**src/rtl/cache_fill_fsm_pkg.sv**
```systemverilog
// Shared cache geometry, metadata field layout and fill-controller state encoding.
package cache_fill_fsm_pkg;
   localparam int unsigned ADDR_W      = 16;
   localparam int unsigned DATA_W      = 16;
   localparam int unsigned TAG_W       = 8;
   localparam int unsigned IDX_W       = 4;
   localparam int unsigned WORDS       = 8;
   localparam int unsigned NBLK        = 32;
   localparam int unsigned CNT_W       = 3;
   localparam int unsigned BLK_W       = 5;
   localparam int unsigned META_W      = 10;
   localparam int unsigned META_VALID  = 9;
   localparam int unsigned META_LRU    = 8;
   localparam int unsigned META_TAG_HI = 7;
   localparam int unsigned META_TAG_LO = 0;

   typedef logic [1:0] state_t;
   localparam state_t ST_IDLE   = 2'd0;
   localparam state_t ST_FILL   = 2'd1;
   localparam state_t ST_TAG_WR = 2'd2;

   // A freshly filled line is valid and most recently used.
   function automatic logic [META_W-1:0] meta_entry(input logic [TAG_W-1:0] tag);
      logic [META_W-1:0] e;
      e = '0;
      e[META_VALID] = 1'b1;
      e[META_LRU] = 1'b1;
      e[META_TAG_HI:META_TAG_LO] = tag;
      return e;
   endfunction
endpackage

```
**src/rtl/cache_fill_fsm_if.sv**
```systemverilog
// Miss request, memory read bus, and data/metadata array write ports of the fill controller.
interface cache_fill_fsm_if;
   import cache_fill_fsm_pkg::*;

   logic                miss_detected;
   logic [ADDR_W-1:0]   miss_address;
   logic                victim_way;
   logic                mem_en;
   logic [ADDR_W-1:0]   mem_addr;
   logic                mem_data_valid;
   logic [DATA_W-1:0]   mem_data;
   logic                data_we;
   logic [NBLK-1:0]     data_block_en;
   logic [WORDS-1:0]    data_word_en;
   logic [DATA_W-1:0]   data_out;
   logic                meta_we;
   logic [NBLK-1:0]     meta_block_en;
   logic [META_W-1:0]   meta_out;
   logic                busy;
   logic                fill_done;

   modport master (
      input  miss_detected, miss_address, victim_way, mem_data_valid, mem_data,
      output mem_en, mem_addr, data_we, data_block_en, data_word_en, data_out,
      output meta_we, meta_block_en, meta_out, busy, fill_done
   );

   modport slave (
      output miss_detected, miss_address, victim_way, mem_data_valid, mem_data,
      input  mem_en, mem_addr, data_we, data_block_en, data_word_en, data_out,
      input  meta_we, meta_block_en, meta_out, busy, fill_done
   );
endinterface

```
**src/rtl/cache_fill_fsm_fill_counter.sv**
```systemverilog
// 3-bit word counter with clear and a sticky flag set when the count wraps past the last word.
module cache_fill_fsm_fill_counter
   import cache_fill_fsm_pkg::*;
(
   input  logic             clk,
   input  logic             rst,
   input  logic             clr,
   input  logic             en,
   output logic [CNT_W-1:0] cnt,
   output logic             done
);
   logic [CNT_W-1:0] cnt_q, cnt_d;
   logic             done_q, done_d;

   always_comb begin
      cnt_d  = cnt_q;
      done_d = done_q;
      if (clr) begin
         cnt_d  = '0;
         done_d = 1'b0;
      end else if (en && !done_q) begin
         cnt_d = cnt_q + 1'b1;
         if (cnt_q == '1) done_d = 1'b1;
      end
   end

   always_ff @(posedge clk or negedge rst) begin
      if (!rst) begin
         cnt_q  <= '0;
         done_q <= 1'b0;
      end else begin
         cnt_q  <= cnt_d;
         done_q <= done_d;
      end
   end

   assign cnt  = cnt_q;
   assign done = done_q;
endmodule

```
**src/rtl/cache_fill_fsm.sv**
```systemverilog
// Cache miss fill controller: streams an 8-word block from memory into the data array,
// then writes the new metadata entry for that block.
module cache_fill_fsm
   import cache_fill_fsm_pkg::*;
(
   input logic             clk,
   input logic             rst,
   cache_fill_fsm_if.master bus
);
   state_t             state_q, state_d;
   logic [TAG_W-1:0]   tag_q, tag_d;
   logic [IDX_W-1:0]   idx_q, idx_d;
   logic               way_q, way_d;
   logic [CNT_W-1:0]   issue_cnt, recv_cnt;
   logic               issue_done, recv_done;
   logic               cnt_clr, issue_en, recv_en;
   logic [BLK_W-1:0]   blk;
   logic               unused_offset;

   cache_fill_fsm_fill_counter u_issue_cnt (
      .clk (clk), .rst (rst), .clr (cnt_clr), .en (issue_en),
      .cnt (issue_cnt), .done (issue_done)
   );

   cache_fill_fsm_fill_counter u_recv_cnt (
      .clk (clk), .rst (rst), .clr (cnt_clr), .en (recv_en),
      .cnt (recv_cnt), .done (recv_done)
   );

   always_comb begin
      state_d  = state_q;
      tag_d    = tag_q;
      idx_d    = idx_q;
      way_d    = way_q;
      cnt_clr  = 1'b0;
      issue_en = (state_q == ST_FILL) && !issue_done;
      recv_en  = (state_q == ST_FILL) && bus.mem_data_valid && !recv_done;
      case (state_q)
         ST_IDLE: begin
            if (bus.miss_detected) begin
               tag_d   = bus.miss_address[15:8];
               idx_d   = bus.miss_address[7:4];
               way_d   = bus.victim_way;
               cnt_clr = 1'b1;
               state_d = ST_FILL;
            end
         end
         ST_FILL:   if (recv_en && recv_cnt == '1) state_d = ST_TAG_WR;
         ST_TAG_WR: state_d = ST_IDLE;
         default:   state_d = ST_IDLE;
      endcase
   end

   always_ff @(posedge clk or negedge rst) begin
      if (!rst) begin
         state_q <= ST_IDLE;
         tag_q   <= '0;
         idx_q   <= '0;
         way_q   <= 1'b0;
      end else begin
         state_q <= state_d;
         tag_q   <= tag_d;
         idx_q   <= idx_d;
         way_q   <= way_d;
      end
   end

   // Every output is gated by its strobe so the whole bus reads zero outside an active fill.
   always_comb begin
      blk               = {idx_q, way_q};
      unused_offset     = ^bus.miss_address[3:0];
      bus.mem_en        = issue_en;
      bus.mem_addr      = issue_en ? {tag_q, idx_q, issue_cnt, 1'b0} : '0;
      bus.data_we       = recv_en;
      bus.data_word_en  = recv_en ? (WORDS'(1) << recv_cnt) : '0;
      bus.data_block_en = recv_en ? (NBLK'(1) << blk) : '0;
      bus.data_out      = recv_en ? bus.mem_data : '0;
      bus.meta_we       = (state_q == ST_TAG_WR);
      bus.meta_block_en = bus.meta_we ? (NBLK'(1) << blk) : '0;
      bus.meta_out      = bus.meta_we ? meta_entry(tag_q) : '0;
      bus.fill_done     = bus.meta_we;
      bus.busy          = (state_q != ST_IDLE);
   end
endmodule

```
**src/flat_wrapper.sv**
```systemverilog
// flat-port wrapper written by rule: the top's interface ports become plain ports
module cache_fill_fsm_flat import cache_fill_fsm_pkg::*;
  (clk, rst, bus_miss_detected, bus_miss_address, bus_victim_way, bus_mem_data_valid, bus_mem_data, bus_mem_en, bus_mem_addr, bus_data_we, bus_data_block_en, bus_data_word_en, bus_data_out, bus_meta_we, bus_meta_block_en, bus_meta_out, bus_busy, bus_fill_done);
  cache_fill_fsm_if bus_i ();
  input logic clk;
  input logic rst;
  input wire logic [$bits(bus_i.miss_detected)-1:0] bus_miss_detected;
  input wire logic [$bits(bus_i.miss_address)-1:0] bus_miss_address;
  input wire logic [$bits(bus_i.victim_way)-1:0] bus_victim_way;
  input wire logic [$bits(bus_i.mem_data_valid)-1:0] bus_mem_data_valid;
  input wire logic [$bits(bus_i.mem_data)-1:0] bus_mem_data;
  output wire logic [$bits(bus_i.mem_en)-1:0] bus_mem_en;
  output wire logic [$bits(bus_i.mem_addr)-1:0] bus_mem_addr;
  output wire logic [$bits(bus_i.data_we)-1:0] bus_data_we;
  output wire logic [$bits(bus_i.data_block_en)-1:0] bus_data_block_en;
  output wire logic [$bits(bus_i.data_word_en)-1:0] bus_data_word_en;
  output wire logic [$bits(bus_i.data_out)-1:0] bus_data_out;
  output wire logic [$bits(bus_i.meta_we)-1:0] bus_meta_we;
  output wire logic [$bits(bus_i.meta_block_en)-1:0] bus_meta_block_en;
  output wire logic [$bits(bus_i.meta_out)-1:0] bus_meta_out;
  output wire logic [$bits(bus_i.busy)-1:0] bus_busy;
  output wire logic [$bits(bus_i.fill_done)-1:0] bus_fill_done;
  assign bus_i.miss_detected = bus_miss_detected;
  assign bus_i.miss_address = bus_miss_address;
  assign bus_i.victim_way = bus_victim_way;
  assign bus_i.mem_data_valid = bus_mem_data_valid;
  assign bus_i.mem_data = bus_mem_data;
  assign bus_mem_en = bus_i.mem_en;
  assign bus_mem_addr = bus_i.mem_addr;
  assign bus_data_we = bus_i.data_we;
  assign bus_data_block_en = bus_i.data_block_en;
  assign bus_data_word_en = bus_i.data_word_en;
  assign bus_data_out = bus_i.data_out;
  assign bus_meta_we = bus_i.meta_we;
  assign bus_meta_block_en = bus_i.meta_block_en;
  assign bus_meta_out = bus_i.meta_out;
  assign bus_busy = bus_i.busy;
  assign bus_fill_done = bus_i.fill_done;
  cache_fill_fsm u_core (.clk(clk), .rst(rst), .bus(bus_i));
endmodule
```
**config.mk**
```make
export PLATFORM = sky130hd
export DESIGN_NAME = cache_fill_fsm_flat
export DESIGN_NICKNAME = d
export VERILOG_FILES = /design/src/rtl/cache_fill_fsm_pkg.sv /design/src/rtl/cache_fill_fsm_if.sv /design/src/rtl/cache_fill_fsm_fill_counter.sv /design/src/rtl/cache_fill_fsm.sv /design/src/flat_wrapper.sv
export SDC_FILE = /design/constraint.sdc
export NUM_CORES = 1
export LEC_CHECK = 0
export CORE_MARGIN = 5
export CORE_UTILIZATION = 35
export DETAILED_ROUTE_END_ITERATION = 8
export GPL_TIMING_DRIVEN = 1
export PLACE_DENSITY = 0.95
export SLEW_MARGIN = 20
export SYNTH_ARGS = -nofsm -noshare
export SYNTH_HDL_FRONTEND = slang
export SYNTH_SLANG_ARGS = --single-unit
```
**constraint.sdc**
```tcl
create_clock -name clk -period 3.35 [get_ports clk]
set_clock_uncertainty 0.1 [all_clocks]
set_input_delay 0.8375 -clock clk [delete_from_list [all_inputs] [get_ports clk]]
set_output_delay 0.8375 -clock clk [all_outputs]
set_load 0.02 [all_outputs]
```
==> flow_summary.ini <==
[run_status]
status = complete, no violations

[logic_synthesis]
synth_compound_area_frac = 0.0325
ys_warn_count = 0
synth_nets = 277
yosys.area_share.simple = 0.407
synth.mux.area_fraction = 0.0810
ys_seq_area_frac = 0.319
synth_top_family_by_area = simple AND/OR/NAND/NOR gates
yosys.area_share.adder = 0.0554
synth_xor_area_frac = 0.00970
synth.cell_area_um2 = 1810
syn_avg_cell_area_um2 = 7.79
yosysTopAreaCell = dfrtp_1
synth_cell_types = 26
synth-seq-cells = 23
synth_top_area_frac = 0.319
syn_inst = 232
synthTopCellsByArea = dfrtp_1 (32%), nor2_1 (15%), and2_1 (14%)

[critical_path]
start_kind = input port
worstPathRequired_ns = 2.41
arrival_ns = 2.29
r2r-end = u_core.idx_q[1]
rr_startpoint = u_core.state_q[0]
critPathCaptureType = output port
worstSetupPathType = in2out
startpoint = bus_mem_data_valid
critPathMaxFanout = 15
r2r_cells = 3
r2r_setup_slack_ns = 1.55

[floorplan]
ios = 156
coreArea_um2 = 5070
chipHeight_um = 81.8
fp.dieArea_um2 = 6700
die_width_um = 81.8
fp-row-count = 26
start_util = 0.356

[timing]
slew_violations = 0
report.final.hold_viol_count = 0
fin_crit_sh = 0.963
fin_crit_ns = 3.23
rsz0062_at_grt = no
layout_setup_ws_ns = 0.124
setup_viol = 0
tns_ns = 0
max_freq_ghz = 0.310
relSlewSlack = 0.611
worst_slew_pin_slew_ns = 0.581

[clock_network]
tritoncts = yes
cts.sinks = 23
cts_buffers = 3
cts_root_buffer = clkbuf_8
postCtsHoldBufs = 0
clk_pin_slew_ns = 0.09
clk-insertion-delay-late_ns = 0.26
clock_path_buffers = 2
htree_levels = 1

[power]
pwr_density_cell_nw_per_um2 = 629
peakVddDrop_uv = 475
p_leak_nw = 1.58
total_power_w = 0.00210

[placement]
place_inst = 439
dpl.hpwl_um = 5190
port-buffer-count = 150
place.gp.congestion = 0.794
dp_worst_setup_slack_ns = -0.166

[final_layout]
fillers = 467
layout.cells.non_filler = 443
drive_gt1_frac = 0.0912
fin_util = 0.657
finalNetCount = 419
area_growth_pct = 84.6
multi_input_area_um2 = 1070
antennaDiodeCount = 0
seq_area_um2 = 576

[detailed_routing]
drc = 0
drt_iter0_drc = 71
dr.max_layer_used = met4
wl_um = 6440
met3_length_um = 811
wl_met1_um = 2340
avgRoutedWirePerCell_um = 14.5
viasPerCell = 4.58
vias = 2030
dr.pass1.iters = 4
ant_nets = 0
met2_length_um = 3240

[min_path]
holdPathStages = 2
hp-class = reg2reg
hold_end = u_core.u_recv_cnt.done
hp-start = u_core.u_recv_cnt.done

[flow_run]
max_cap_violations = 0

[global_route]
grt_remaining_overflow = 0
grt_pass1_wl_um = 9910
antenna_found_initial = 0
grt_pass1_vias = 2032
grt_max_degree = 28
track_usage = 0.188
-- worst max-delay path, stage by stage --
cell             delay [ns]
clkdlybuf4s50_1        0.45
and4bb_4               0.25
nand2b_1               0.12
buf_12                 0.17
nor2_1                 0.10
dlygate4sd2_1          0.35
-- per-layer routing --
metal / global-route usage / vias to the layer above
met5: 0 / -
met4: 0.0399 / 0
met3: 0.0636 / 4
met2: 0.354 / 106
met1: 0.200 / 920
li1: - / 1000
-- per-stage QoR --
stage	hold slack [ns]	cell area, µm²
floorplan	0.355	1810
global placement	0.375	3350
detailed placement	0.376	3350
CTS	0.404	3330
global route	0.455	3330
finish	0.401	3330
-- cell type report --
type	instances	share of cell area
clock buffers	3	0.0124
clock inverters	1	0.00225
inverters	7	0.00788
multi-input cells	181	0.322
flip-flops and latches	23	0.173
well taps	70	0.0263
repair buffers	158	0.457
-- state kept, by name, indices dropped and copies added (netlist names) --
name / cells
u_core.tag_q: 8
u_core.u_issue_cnt.cnt: 3
u_core.idx_q: 4
u_core.way_q: 1
u_core.u_issue_cnt.done: 1
u_core.u_recv_cnt.cnt: 3
u_core.state_q: 2
u_core.u_recv_cnt.done: 1
-- worst max-delay path by stage --
stage | endpoint | depth (start not counted) | slack (ns)
CTS | bus_data_we | 4 | 0.04
finish | bus_data_block_en[12] | 6 | 0.12
floorplan | bus_data_block_en[10] | 5 | 0.72
global route | bus_data_block_en[17] | 5 | 0.05
global placement | bus_data_word_en[5] | 5 | -0.13
detailed placement | bus_data_word_en[5] | 5 | -0.17
-- kinds of logic (layout without fill, tap and decap cells) --
logic type,Yosys count,count (layout)
other cells,1,1
flops,23,23
mux,13,13
buf+inv,28,169
simple gates,149,149
xor+xnor,2,2
compound gates,8,8
fa+ha+maj,8,8
-- layout by cell type, fill, tap and decap left out --
cell | Yosys | routed
clkinvlp_4 | 0 | 1
dlygate4sd2_1 | 0 | 56
nor2b_1 | 5 | 5
inv_1 | 7 | 7
dfrtp_1 | 23 | 23
conb_1 | 1 | 1
and2_1 | 40 | 40
nand4_1 | 1 | 1
buf_4 | 6 | 5
nand2_1 | 9 | 9
ha_1 | 8 | 8
buf_6 | 4 | 1
and3_1 | 6 | 6
nand2b_2 | 0 | 1
nor2_1 | 72 | 72
nand3_1 | 6 | 6
clkdlybuf4s50_1 | 0 | 93
dlymetal6s2s_1 | 0 | 1
buf_12 | 0 | 2
or2_2 | 1 | 1
nor3b_2 | 0 | 2
xnor2_1 | 2 | 2
a21oi_1 | 3 | 3
nand2b_1 | 3 | 2
mux2_2 | 13 | 13
a31o_2 | 1 | 1
and4bb_4 | 1 | 1
clkbuf_8 | 0 | 3
a22o_1 | 4 | 4
nand2_2 | 3 | 3
-- cells in the mapped netlist --
library cell	instances
nor2_1	72
buf_6	4
mux2_2	13
a21oi_1	3
nor3b_1	2
nor2b_1	5
ha_1	8
nand2_2	3
and3_1	6
clkbuf_2	1
xnor2_1	2
a22o_1	4
nand3_1	6
conb_1	1
buf_4	6
or2_2	1
and4bb_4	1
a31o_2	1
and2_1	40
clkbuf_1	1
inv_1	7
nand4_1	1
nand2_1	9
nand2b_1	3
dfrtp_1	23
buf_2	9
-- where the power goes --
group          leakage [nW]  switching [W]  total [W]  internal (W)
clock                0.0217      0.0000933   0.000177     0.0000841
sequential            0.279       0.000149   0.000558      0.000408
combinational          1.28       0.000718    0.00136      0.000643
-- repair_timing --
item	in CTS	in global routing
buffers inserted	0	0
endpoints found under the setup margin	57	3
gates cloned	0	0
resized for setup	57	2
Note: power is estimated with default switching activity, not from simulation.
